$ cat src/rtl/prog_encoder.sv
// Symbolic-instruction to RV32I encoder that streams machine words into instruction memory.
// Optional macro ENC_NOP_PAD_EN pads the rest of the program region with NOPs after the last beat.
module prog_encoder #(
  parameter int unsigned ADDR_W    = 8,
  parameter int unsigned DEPTH     = 256,
  parameter int unsigned BASE_ADDR = 0
) (
  input  logic              clk,
  input  logic              rst_n,
  input  logic              start,
  input  logic              in_valid,
  output logic              in_ready,
  input  logic [3:0]        in_op,
  input  logic [4:0]        in_rd,
  input  logic [4:0]        in_rs1,
  input  logic [4:0]        in_rs2,
  input  logic [12:0]       in_imm,
  input  logic              in_last,
  output logic              mem_we,
  output logic [ADDR_W-1:0] mem_addr,
  output logic [31:0]       mem_wdata,
  output logic [ADDR_W:0]   word_cnt,
  output logic              busy,
  output logic              done,
  output logic              err,
  output logic              overflow
);

  localparam int unsigned CNT_W = ADDR_W + 1;
  localparam logic [31:0] NOP   = 32'h0000_0013;

`ifdef ENC_NOP_PAD_EN
  typedef enum logic [1:0] {S_IDLE = 2'd0, S_RUN = 2'd1, S_FILL = 2'd2, S_DONE = 2'd3} state_t;
`else
  typedef enum logic [1:0] {S_IDLE = 2'd0, S_RUN = 2'd1, S_DONE = 2'd3} state_t;
`endif

  state_t              r_state, w_state_nxt;
  logic [ADDR_W-1:0]   r_ptr, w_ptr_nxt;
  logic [CNT_W-1:0]    r_cnt, w_cnt_nxt;
  logic                r_in_ready, r_mem_we, r_busy, r_done, r_err, r_ovf;
  logic                w_mem_we_nxt, w_err_nxt, w_ovf_nxt;
  logic [ADDR_W-1:0]   r_mem_addr, w_mem_addr_nxt;
  logic [31:0]         r_mem_wdata, w_mem_wdata_nxt;

  logic [2:0]          w_f3;
  logic [31:0]         w_word;
  logic                w_legal;
  logic                w_accept;
  logic [CNT_W-1:0]    w_cnt_inc;
  logic                w_full;

  assign w_accept  = r_in_ready && in_valid;
  assign w_cnt_inc = r_cnt + CNT_W'(1);

  // Instruction encoder and legality check for the presented beat
  always_comb begin
    w_word  = '0;
    w_legal = 1'b0;
    case (in_op[1:0])
      2'd0:    w_f3 = 3'b000;
      2'd1:    w_f3 = 3'b100;
      2'd2:    w_f3 = 3'b110;
      default: w_f3 = 3'b111;
    endcase
    case (in_op)
      4'd0, 4'd1, 4'd2, 4'd3: begin
        w_legal = (in_imm[12] == in_imm[11]);
        w_word  = {in_imm[11:0], in_rs1, w_f3, in_rd, 7'b0010011};
      end
      4'd4, 4'd5, 4'd6, 4'd7: begin
        w_legal = 1'b1;
        w_word  = {7'b0000000, in_rs2, in_rs1, w_f3, in_rd, 7'b0110011};
      end
      4'd8: begin
        w_legal = (in_imm[12] == in_imm[11]);
        w_word  = {in_imm[11:5], in_rs2, in_rs1, 3'b010, in_imm[4:0], 7'b0100011};
      end
      4'd9: begin
        w_legal = ~in_imm[0];
        w_word  = {in_imm[12], in_imm[10:5], in_rs2, in_rs1, 3'b001,
                   in_imm[4:1], in_imm[11], 7'b1100011};
      end
      4'd10: begin
        w_legal = ~in_imm[0];
        w_word  = {in_imm[12], in_imm[10:5], in_rs2, in_rs1, 3'b000,
                   in_imm[4:1], in_imm[11], 7'b1100011};
      end
      default: begin
        w_legal = 1'b0;
        w_word  = '0;
      end
    endcase
  end

  assign w_full = w_accept && w_legal && (w_cnt_inc == CNT_W'(DEPTH));

  // Next-state and next-output logic
  always_comb begin
    w_state_nxt     = r_state;
    w_ptr_nxt       = r_ptr;
    w_cnt_nxt       = r_cnt;
    w_mem_we_nxt    = 1'b0;
    w_mem_addr_nxt  = r_mem_addr;
    w_mem_wdata_nxt = r_mem_wdata;
    w_err_nxt       = r_err;
    w_ovf_nxt       = r_ovf;
    case (r_state)
      S_IDLE: begin
        if (start) begin
          w_state_nxt = S_RUN;
          w_ptr_nxt   = ADDR_W'(BASE_ADDR);
          w_cnt_nxt   = '0;
          w_err_nxt   = 1'b0;
          w_ovf_nxt   = 1'b0;
        end
      end
      S_RUN: begin
        if (w_accept) begin
          if (w_legal) begin
            w_mem_we_nxt    = 1'b1;
            w_mem_addr_nxt  = r_ptr;
            w_mem_wdata_nxt = w_word;
            w_ptr_nxt       = r_ptr + ADDR_W'(1);
            w_cnt_nxt       = w_cnt_inc;
          end else begin
            w_err_nxt = 1'b1;
          end
          if (in_last || w_full) begin
            if (!in_last) w_ovf_nxt = 1'b1;
`ifdef ENC_NOP_PAD_EN
            w_state_nxt = w_full ? S_DONE : S_FILL;
`else
            w_state_nxt = S_DONE;
`endif
          end
        end
      end
`ifdef ENC_NOP_PAD_EN
      S_FILL: begin
        w_mem_we_nxt    = 1'b1;
        w_mem_addr_nxt  = r_ptr;
        w_mem_wdata_nxt = NOP;
        w_ptr_nxt       = r_ptr + ADDR_W'(1);
        w_cnt_nxt       = w_cnt_inc;
        if (w_cnt_inc == CNT_W'(DEPTH)) w_state_nxt = S_DONE;
      end
`endif
      S_DONE:  w_state_nxt = S_IDLE;
      default: w_state_nxt = S_IDLE;
    endcase
  end

  always_ff @(posedge clk or negedge rst_n) begin
    if (!rst_n) begin
      r_state     <= S_IDLE;
      r_ptr       <= ADDR_W'(BASE_ADDR);
      r_cnt       <= '0;
      r_in_ready  <= 1'b0;
      r_mem_we    <= 1'b0;
      r_mem_addr  <= ADDR_W'(BASE_ADDR);
      r_mem_wdata <= '0;
      r_busy      <= 1'b0;
      r_done      <= 1'b0;
      r_err       <= 1'b0;
      r_ovf       <= 1'b0;
    end else begin
      r_state     <= w_state_nxt;
      r_ptr       <= w_ptr_nxt;
      r_cnt       <= w_cnt_nxt;
      r_in_ready  <= (w_state_nxt == S_RUN);
      r_mem_we    <= w_mem_we_nxt;
      r_mem_addr  <= w_mem_addr_nxt;
      r_mem_wdata <= w_mem_wdata_nxt;
      r_busy      <= (w_state_nxt != S_IDLE);
      r_done      <= (w_state_nxt == S_DONE);
      r_err       <= w_err_nxt;
      r_ovf       <= w_ovf_nxt;
    end
  end

  assign in_ready  = r_in_ready;
  assign mem_we    = r_mem_we;
  assign mem_addr  = r_mem_addr;
  assign mem_wdata = r_mem_wdata;
  assign word_cnt  = r_cnt;
  assign busy      = r_busy;
  assign done      = r_done;
  assign err       = r_err;
  assign overflow  = r_ovf;

endmodule

$ cat config.mk
export PLATFORM = sky130hd
export DESIGN_NAME = prog_encoder
export DESIGN_NICKNAME = d
export VERILOG_FILES = /design/src/rtl/prog_encoder.sv
export SDC_FILE = /design/constraint.sdc
export NUM_CORES = 1
export LEC_CHECK = 0
export ABC_AREA = 1
export ABC_CLOCK_PERIOD_IN_PS = 4100
export BUFFER_PORTS_ARGS = -buffer_cell sky130_fd_sc_hd__buf_2
export CORE_ASPECT_RATIO = 1.1
export CORE_MARGIN = 1
export CORE_UTILIZATION = 55
export CTS_CLUSTER_DIAMETER = 80
export DETAILED_ROUTE_END_ITERATION = 8
export PLACE_DENSITY = 0.85
export SLEW_MARGIN = 0
export SYNTH_ARGS = -nofsm -noshare
export SYNTH_HDL_FRONTEND = slang
export SYNTH_SLANG_ARGS = --single-unit
export TNS_END_PERCENT = 50
$ cat constraint.sdc
create_clock -name clk -period 4.1 [get_ports clk]
set_input_delay 0.82 -clock clk [delete_from_list [all_inputs] [get_ports clk]]
set_output_delay 0.82 -clock clk [all_outputs]
set_load 0.02 [all_outputs]
* Word level (Yosys, flattened, before mapping)
Index checks and enable logic that the tools add are counted.
** Word-level totals
- Logic and storage cells :: 80
- Register bits after elaboration :: 65
- Output and inout port bits :: 55
- Input bits :: 37
** Operators by class
- Mux-type cells :: 26
- Bitwise gates (word level) :: 1
- Reduce and logical (&&, ||, !) cells :: 17
- Equality and inequality tests :: 23
- Add/subtract/negate cells :: 2
** Operators by type and width (number)
- $pmux W32 S5 :: 1
- $mux W9 :: 3
- $mux W8 :: 3
- $pmux W9 S2 :: 1
- $eq A4 B3 Y1 const B :: 4
- $pmux W8 S2 :: 1
- $eq A4 B4 Y1 const B :: 3
- $ne A2 B2 Y1 const B :: 6
- $add A9 B1 Y9 const B :: 1
- $eq A9 B9 Y1 const B :: 1
- $mux W1 :: 9
- $pmux W3 S3 :: 1
- $add A8 B1 Y8 const B :: 1
- $eq A4 B2 Y1 const B :: 2
- $reduce_and A4 Y1 :: 2
- $reduce_or A4 Y1 :: 2
- $eq A2 B1 Y1 const B :: 3
- $mux W2 :: 3
- $reduce_and A5 Y1 :: 1
- $reduce_or A5 Y1 :: 1
- $eq A2 B2 Y1 const B :: 2
- $eq A4 B1 Y1 const B :: 1
- $logic_not A2 Y1 :: 2
- $logic_not A4 Y1 :: 1
- other kinds (10) :: 14

* Logic depth before layout (Yosys ltp)
Gate-level depths: netlist of run 1.
- Depth after elaboration :: 10
- Mapped depth :: 12
- Depth with buffers taken out :: 11

* Worst setup path before layout of run 1
OpenSTA, ideal clock, no wires.
- Path type :: input port to flip-flop
- Start :: in in_op[3]
- End :: reg r_mem_addr[0], in the netlist mem_addr[0]
- Arrival :: 1758 ps
- Data required time :: 3981 ps
- Slack :: 2223 ps
- Library setup time :: 119 ps
- Stages :: 10
- Buffers on the path :: 1
- Cells stage by stage :: inv_2 -> nand2_2 -> a21oi_4 -> nor2_4 -> inv_2 -> nand2_4 -> inv_4 -> buf_6 -> nand2_1 -> o21a_1
** Between the ends
- Cells in the longest elaborated chain, start to end :: 4
- Elaborated cells between the ends (all ways) :: 16
- Those cells by class :: 10 x eq/ne; 1 x mux; 5 x reduce/logical
** Ends and longest elaborated chain
- start: declaration :: line 13 : input logic [3:0] in_op,
- $eq A4 B4 Y1, or another cell as far along :: line 66 : case (in_op)
- $reduce_or A5 Y1 (no line), or another cell as far along
- $pmux W1 S3 (*) :: line 66
- $reduce_and A3 Y1 (no line) (*)
- end signal: assignment :: line 161 : r_mem_addr <= ADDR_W'(BASE_ADDR);
- end signal: assignment :: line 173 : r_mem_addr <= w_mem_addr_nxt;
- end: declaration :: line 43 : logic [ADDR_W-1:0] r_mem_addr, w_mem_addr_nxt;
Every way passes the cells marked *; elsewhere a longest branch is shown, timed or not.
A chain may end at the register's enable or synchronous reset.

* Worst setup path in the final report of run 1
- Start :: in in_op[1]
- End :: reg r_mem_wdata[1], in the netlist mem_wdata[1]
** Between the ends
- Cells in the longest elaborated chain, start to end :: 4
- Elaborated cells between the ends (all ways) :: 18
- Those cells by class :: 10 x eq/ne; 2 x mux; 6 x reduce/logical
** Ends and longest elaborated chain
- $eq A4 B4 Y1, or another cell as far along :: line 66
- $reduce_or A5 Y1 (no line), or another cell as far along
- $pmux W1 S3 :: line 66
- $reduce_and A3 Y1 (no line)
- end signal: assignment :: line 174 : r_mem_wdata <= w_mem_wdata_nxt;
- end: declaration :: line 44 : logic [31:0] r_mem_wdata, w_mem_wdata_nxt;
Parallel ways exist; a longest one is shown, timed or not.

==> results by group, run 1 <==
Run status
  – Status: finished clean

Min path
  – Worst hold path class: flip-flop to flip-flop

Final layout
  – Most common library cell in the layout ignoring fill and taps: nand2_1
  – Share of cells above drive strength 1: 25.5%
  – Final nets: 506
  – Final non-filler cell area: 0.00371 mm²
  – Layout area overhead: 22.6%
  – Ant. Diodes: 0
  – Core Util, Final: 72.3%
  – Most frequent cells in the layout: nand2_1 (140), buf_2 (89), dfrtp_1 (62), nand3_1 (39), inv_1 (29)

STA
  – Slew HR: 45.1%
  – Clock skew: 10.7 ps
  – Final hold vios: 0
  – Setup_tns: 0 ps
  – Crit path time final: 2350 ps
  – Final setup vio count: 0
  – Hold slack final: 474 ps
  – Slew Limit Fails: 0
  – Max Freq: 425 MHz
  – Fin crit share: 57.4%
  – RSZ-0062 raised after global routing: no
  – Slew at the pin with the worst max-slew slack: 823 ps

Power and ir drop
  – Leak pwr: 2.09 nW
  – Pwr/cell area: 620 mW/mm²
  – VDD IR max: 389 µV
  – Total power after layout: 2.30 mW

Global route
  – First-pass GRT wire length: 10800 µm
  – Largest net degree at the start of global routing: 52
  – Overflow left after global routing: 0
  – GRT Util Overall: 24.7%
  – Initial antenna violation count: 0
  – Number of global-route vias before repair: 2467

Route
  – DRC Markers: 0
  – DR iter-0 viols: 166
  – Top Layer Used: met4
  – WL met1: 2970 µm
  – Met2 wire length: 2960 µm
  – Wire per inst: 11.9 µm
  – Metal3 WL: 381 µm
  – Drt pass-1 iters: 5
  – Detail Route Antenna Nets: 0
  – Vias/cell: 5.07
  – Via count: 2751
  – Total wire length: 6440 µm

Synth
  – Post-synth top area share: 51.2%
  – Combinational family with the most area after synthesis: simple AND/OR/NAND/NOR gates
  – Syn. warnings: 0
  – Post-Synth Simple-Gate Area: 30.1%
  – Top cell type by total area after synthesis: dfrtp_1
  – Proportion of synthesized area in mux cells: 0%
  – Synth cell types: 32
  – Synthesized flop and latch total: 62
  – Sequential element share of the synthesized area: 51.2%
  – Largest cells by area after synthesis: dfrtp_1 (51%), nand2_1 (17%), nand3_1 (6.4%)
  – Most common flop cell mapped by yosys: dfrtp_1
  – Compound-Gate Fraction of Synth Area: 7.69%
  – Cell Area, Synth: 0.00303 mm²
  – Synth Area in Adders: 1.24%
  – Synthesized instance count: 377
  – Xor and xnor area share after synthesis: 2.02%
  – Post-synth EDFFs: 0
  – Post-synth ARST share: 100%
  – Synthesized area per cell: 8.03 µm²

Placed design
  – Half-perimeter wire length after placement: 4690 µm
  – PortBufs: 89
  – Gpl congestion: 0.872
  – Area post-placement: 0.00348 mm²

Critical path
  – Crit path DAT: 2580 ps
  – Critical Path RT: 4330 ps
  – Kind of critical path: input pin to flip-flop
  – Worst setup SP type: input pin
  – Worst R2R Setup Slack: 1900 ps
  – Crit end category: flip-flop
  – Maximum net fanout on the critical path: 51

Floorplanning
  – Die X-Extent: 72.7 µm
  – Placement Rows: 27
  – Die height: 79.8 µm
  – CORE AREA: 0.00513 mm²
  – Starting density of the core: 59.0%
  – I/O pin count: 92
  – Total die area: 0.00581 mm²

Clock tree
  – CTS tree: built
  – Worst-Skew Late Latency: 340 ps
  – Cts bufs inserted: 9
  – CTS max path bufs: 2
  – Clock root cell: clkbuf_8
  – CTS Hold Buffers Added: 0
  – Clk sink count: 62
  – Post-CTS setup buffers: 0
  – Clk slew on worst S/H paths: 70 ps
  – PostCTS Resize Cnt: 0
  – H-tree Lvls: 3

Flow run
  – MaxCap Viol Count: 0
-- state kept, by name (all words and copies together) (netlist names) --
signal	cells
r_state	2
busy	1
overflow	1
err	1
in_ready	1
word_cnt	9
mem_we	1
done	1
r_ptr	8
mem_wdata	29
mem_addr	8
-- worst max-delay path, cell delays in order --
cell and delay (ps):
buf_2 130, nor2_1 190, nor2_1 90, nand3_1 70, nand2_1 80, nor2_4 150, inv_2 60, nand2_4 380
inv_4 290, or2_1 290
-- power breakdown --
| part | switching [mW] | internal (mW) |
|---|---|---|
| Sequential | 0.118 | 0.792 |
| Combinational | 0.532 | 0.248 |
| Clock | 0.235 | 0.375 |
-- cell families after synthesis --
logic type | after synthesis
simple gates | 215
fa+ha+maj | 3
flops | 62
compound gates | 41
xor+xnor | 7
other cells | 1
buf+inv | 48
-- area by class of cell --
cell class,count,area [µm²]
Clock buffer,11,151
Clock inverter,5,81.3
Fill cell,429,1420
Inverter,35,134
Multi-Input combinational cell,268,1250
Sequential cell,62,1550
Tap cell,72,90.1
Timing Repair Buffer,90,453
-- per-stage QoR --
| stage | cells | setup slack (ps) |
|---|---|---|
| final | 543 | 1750 |
| after global routing | 543 | 1570 |
| after CTS | 543 | 1770 |
| after detailed placement | 527 | 1420 |
| after global placement | 527 | 1450 |
| after floorplan | 378 | 2220 |
-- per-layer routing --
| layer | up-vias | GRT usage [%] |
|---|---|---|
| li1 | 1367 | - |
| met1 | 1250 | 32.4 |
| met2 | 115 | 38.8 |
| met3 | 19 | 6.69 |
| met4 | 0 | 9.61 |
| met5 | - | 0 |
-- synthesized netlist by cell type, types with 4 or more instances --
| library cell | count |
|---|---|
| nand2_1 | 140 |
| dfrtp_1 | 62 |
| nand3_1 | 39 |
| inv_1 | 29 |
| nor2_1 | 24 |
| o21ai_0 | 21 |
| o21ai_1 | 6 |
| a21oi_1 | 5 |
| buf_2 | 5 |
| buf_4 | 5 |
| xor2_1 | 5 |
| inv_2 | 4 |
-- path summary, 6_finish.rpt --
path                             start  cells after the start             to
min                        mem_addr[6]                      2    mem_addr[6]
max reg2reg                 r_state[0]                      8  mem_wdata[14]
max in group asynchronous        rst_n                      2       r_ptr[5]
min reg2reg                mem_addr[6]                      2    mem_addr[6]
min in group asynchronous        rst_n                      1    word_cnt[7]
max                           in_op[1]                     10   mem_wdata[1]
Power figures use the tool's default switching activity.
==> inputs of run 2 (changes only) <==
- ABC_CLOCK_PERIOD_IN_PS: 4100 -> 2000
- CORE_UTILIZATION: 55 -> 46
- PLACE_DENSITY: 0.85 -> 0.76
- clock period: 4.1 -> 2 ns (I/O delays scaled with it)
==> results by group, run 2 (same netlist as run 1, synthesis figures left out) <==
Run status
  – Status: finished clean (unchanged)

STA
  – Clock skew: 7.85 ps (was 10.7 ps)
  – Slew at the pin with the worst max-slew slack: 710 ps (was 823 ps)
  – Slew HR: 52.1% (was 45.1%)
  – Worst setup margin: 220 ps (was 1750 ps)
  – Setup_tns: 0 ps (unchanged)
  – Fin crit share: 89.0%
  – RSZ-0062 raised after global routing: no (unchanged)
  – Slew Limit Fails: 0 (unchanged)
  – Final setup vio count: 0 (unchanged)
  – Max Freq: 562 MHz
  – Final hold vios: 0 (unchanged)
  – Crit path time final: 1780 ps

Critical path
  – Crit path DAT: 2020 ps (was 2580 ps)
  – Crit end category: flip-flop (unchanged)
  – Slowest CP cell: dfrtp_1 (was nand2_4)
  – Maximum net fanout on the critical path: 42 (was 51)
  – Peak per-stage delay on the critical path: 400 ps (was 380 ps)
  – CP bufs+invs: 2 (was 3)
  – Cell mode on critical path: nor2_2 (was nor2_1)
  – Crit-path cells: nor2_2 > inv_1 > nor2_2 > nand2_4 > inv_6 > nand2_1 > o21ai_0 (was buf_2 > nor2_1 > nor2_1 > nand3_1 > nand2_1 > nor2_4 > inv_2 > nand2_4 > inv_4 > or2_1)
  – CP delay by family, top: simple AND/OR/NAND/NOR gates (unchanged)
  – Worst setup SP type: flip-flop (was input pin)
  – Critical Path RT: 2240 ps (was 4330 ps)
  – Worst R2R Setup Slack: 220 ps (was 1900 ps)
  – Kind of critical path: flip-flop to flip-flop (was input pin to flip-flop)

Placed design
  – PortBufs: 89 (unchanged)
  – Dpl ws: 64.5 ps (was 1420 ps)
  – Gpl congestion: 0.873 (was 0.872)
  – Half-perimeter wire length after placement: 4780 µm (was 4690 µm)

Route
  – DR iter-0 viols: 168 (was 166)
  – Wire per inst: 12.2 µm (was 11.9 µm)
  – Drt pass-1 iters: 5 (unchanged)
  – DRC Markers: 0 (unchanged)
  – Via count: 2714 (was 2751)
  – Total wire length: 6740 µm (was 6440 µm)
  – Vias/cell: 4.90 (was 5.07)
  – Detail Route Antenna Nets: 0 (unchanged)

Clock tree
  – H-tree Lvls: 3 (unchanged)
  – Clk slew on worst S/H paths: 80 ps (was 70 ps)
  – Clock root cell: clkbuf_8 (unchanged)
  – Cts bufs inserted: 9 (unchanged)
  – CTS Hold Buffers Added: 0 (unchanged)
  – Clk sink count: 62 (unchanged)
  – Post-CTS setup buffers: 0 (unchanged)
  – Worst-Skew Late Latency: 330 ps (was 340 ps)
  – CTS max path bufs: 2 (unchanged)
  – CTS tree: built (unchanged)

Global route
  – First-pass GRT wire length: 11100 µm (was 10800 µm)
  – Largest net degree at the start of global routing: 43 (was 52)
  – Initial antenna violation count: 0 (unchanged)
  – Number of global-route vias before repair: 2476 (was 2467)
  – GRT Util Overall: 20.8% (was 24.7%)
  – Overflow left after global routing: 0 (unchanged)

Final layout
  – Max reg flops: 29 (unchanged)
  – Ant. Diodes: 0 (unchanged)
  – Most frequent cells in the layout: nand2_1 (140), buf_2 (89), dfrtp_1 (62), nand3_1 (39), inv_1 (29) (unchanged)
  – Layout fillers: 574 (was 429)
  – Final nets: 509 (was 506)
  – Layout area overhead: 24.3% (was 22.6%)
  – Most common library cell in the layout ignoring fill and taps: nand2_1 (unchanged)
  – Share of cells above drive strength 1: 26.2% (was 25.5%)

Floorplanning
  – I/O pin count: 92 (unchanged)
  – Die height: 87.1 µm (was 79.8 µm)
  – Die X-Extent: 79.4 µm (was 72.7 µm)
  – Placement Rows: 30 (was 27)
  – Starting density of the core: 48.3% (was 59.0%)
  – Total die area: 0.00691 mm² (was 0.00581 mm²)
  – CORE AREA: 0.00627 mm² (was 0.00513 mm²)

Power and ir drop
  – Pwr/cell area: 1260 mW/mm² (was 620 mW/mm²)
  – VDD IR max: 632 µV (was 389 µV)
  – Leak pwr: 2.10 nW (was 2.09 nW)
  – Total power after layout: 4.73 mW (was 2.30 mW)

Min path
  – Worst hold path class: input pin to asynchronous set/reset pin (was flip-flop to flip-flop)

Flow run
  – MaxCap Viol Count: 0 (unchanged)
[run 2: cell count changes in the layout (fill, tap and decap cells not counted), sizes merged]
cell	before	now
inv	34	35
buf	90	93
clkbuf	11	9
clkinvlp	1	2
[run 2: final timing paths]
path                              start            end  cells after the start
max                          r_state[1]  mem_wdata[14]                      7
min                               rst_n    word_cnt[6]                      1
max reg2reg                  r_state[1]  mem_wdata[14]                      7
min reg2reg                mem_wdata[6]   mem_wdata[6]                      2
max in group asynchronous         rst_n    mem_addr[0]                      2
min in group clk              in_rs1[3]  mem_wdata[18]                      3
[run 2: repair_timing]
| item | 4_1_cts | 5_1_grt |
|---|---|---|
| hold endpoints to repair | 0 | 0 |
| resized for setup | 0 | 2 |
| setup endpoints to repair | 0 | 3 |
[run 2: report_power, final]
group	leakage (nW)	internal, mW	total (mW)	switching (mW)
clock network	0.106	0.706	1.23	0.524
registers	0.815	1.62	1.86	0.237
logic	1.18	0.542	1.64	1.10
[run 2: worst reg2reg max path: stages, from the launching register on]
cell	delay, ps
dfrtp_1	400
nor2_2	230
inv_1	170
nor2_2	240
nand2_4	120
inv_6	240
nand2_1	130
o21ai_0	170
[run 2: area by class of cell]
cell class | instances | area [µm²] | share of cell area, %
Timing Repair Buffer | 93 | 500 | 13.3
Multi-Input combinational cell | 268 | 1250 | 33.3
Inverter | 35 | 136 | 3.62
Clock inverter | 7 | 97.6 | 2.59
Clock buffer | 9 | 124 | 3.29
Sequential cell | 62 | 1550 | 41.2
Tap cell | 80 | 100 | 2.66
[run 2: through the flow]
stage               instances  utilization [%]  cell area (µm²)  hold WS (ps)
floorplan                 378                -             3030           104
global placement          538             56.4             3540           410
detailed placement        538             56.4             3540           425
CTS                       554             59.9             3760          51.8
global route              554             60.0             3760          79.5
finish                    554             60.0             3760          34.2
[run 2: per-layer routing]
metal | vias to the layer above | GRT usage [%] | part of all wire, %
li1 | 1373 | - | -
met1 | 1222 | 26.6 | 46
met2 | 110 | 34.1 | 47
met3 | 9 | 4.19 | 6.6
met4 | 0 | 9.75 | 1.1
met5 | - | 0 | 0
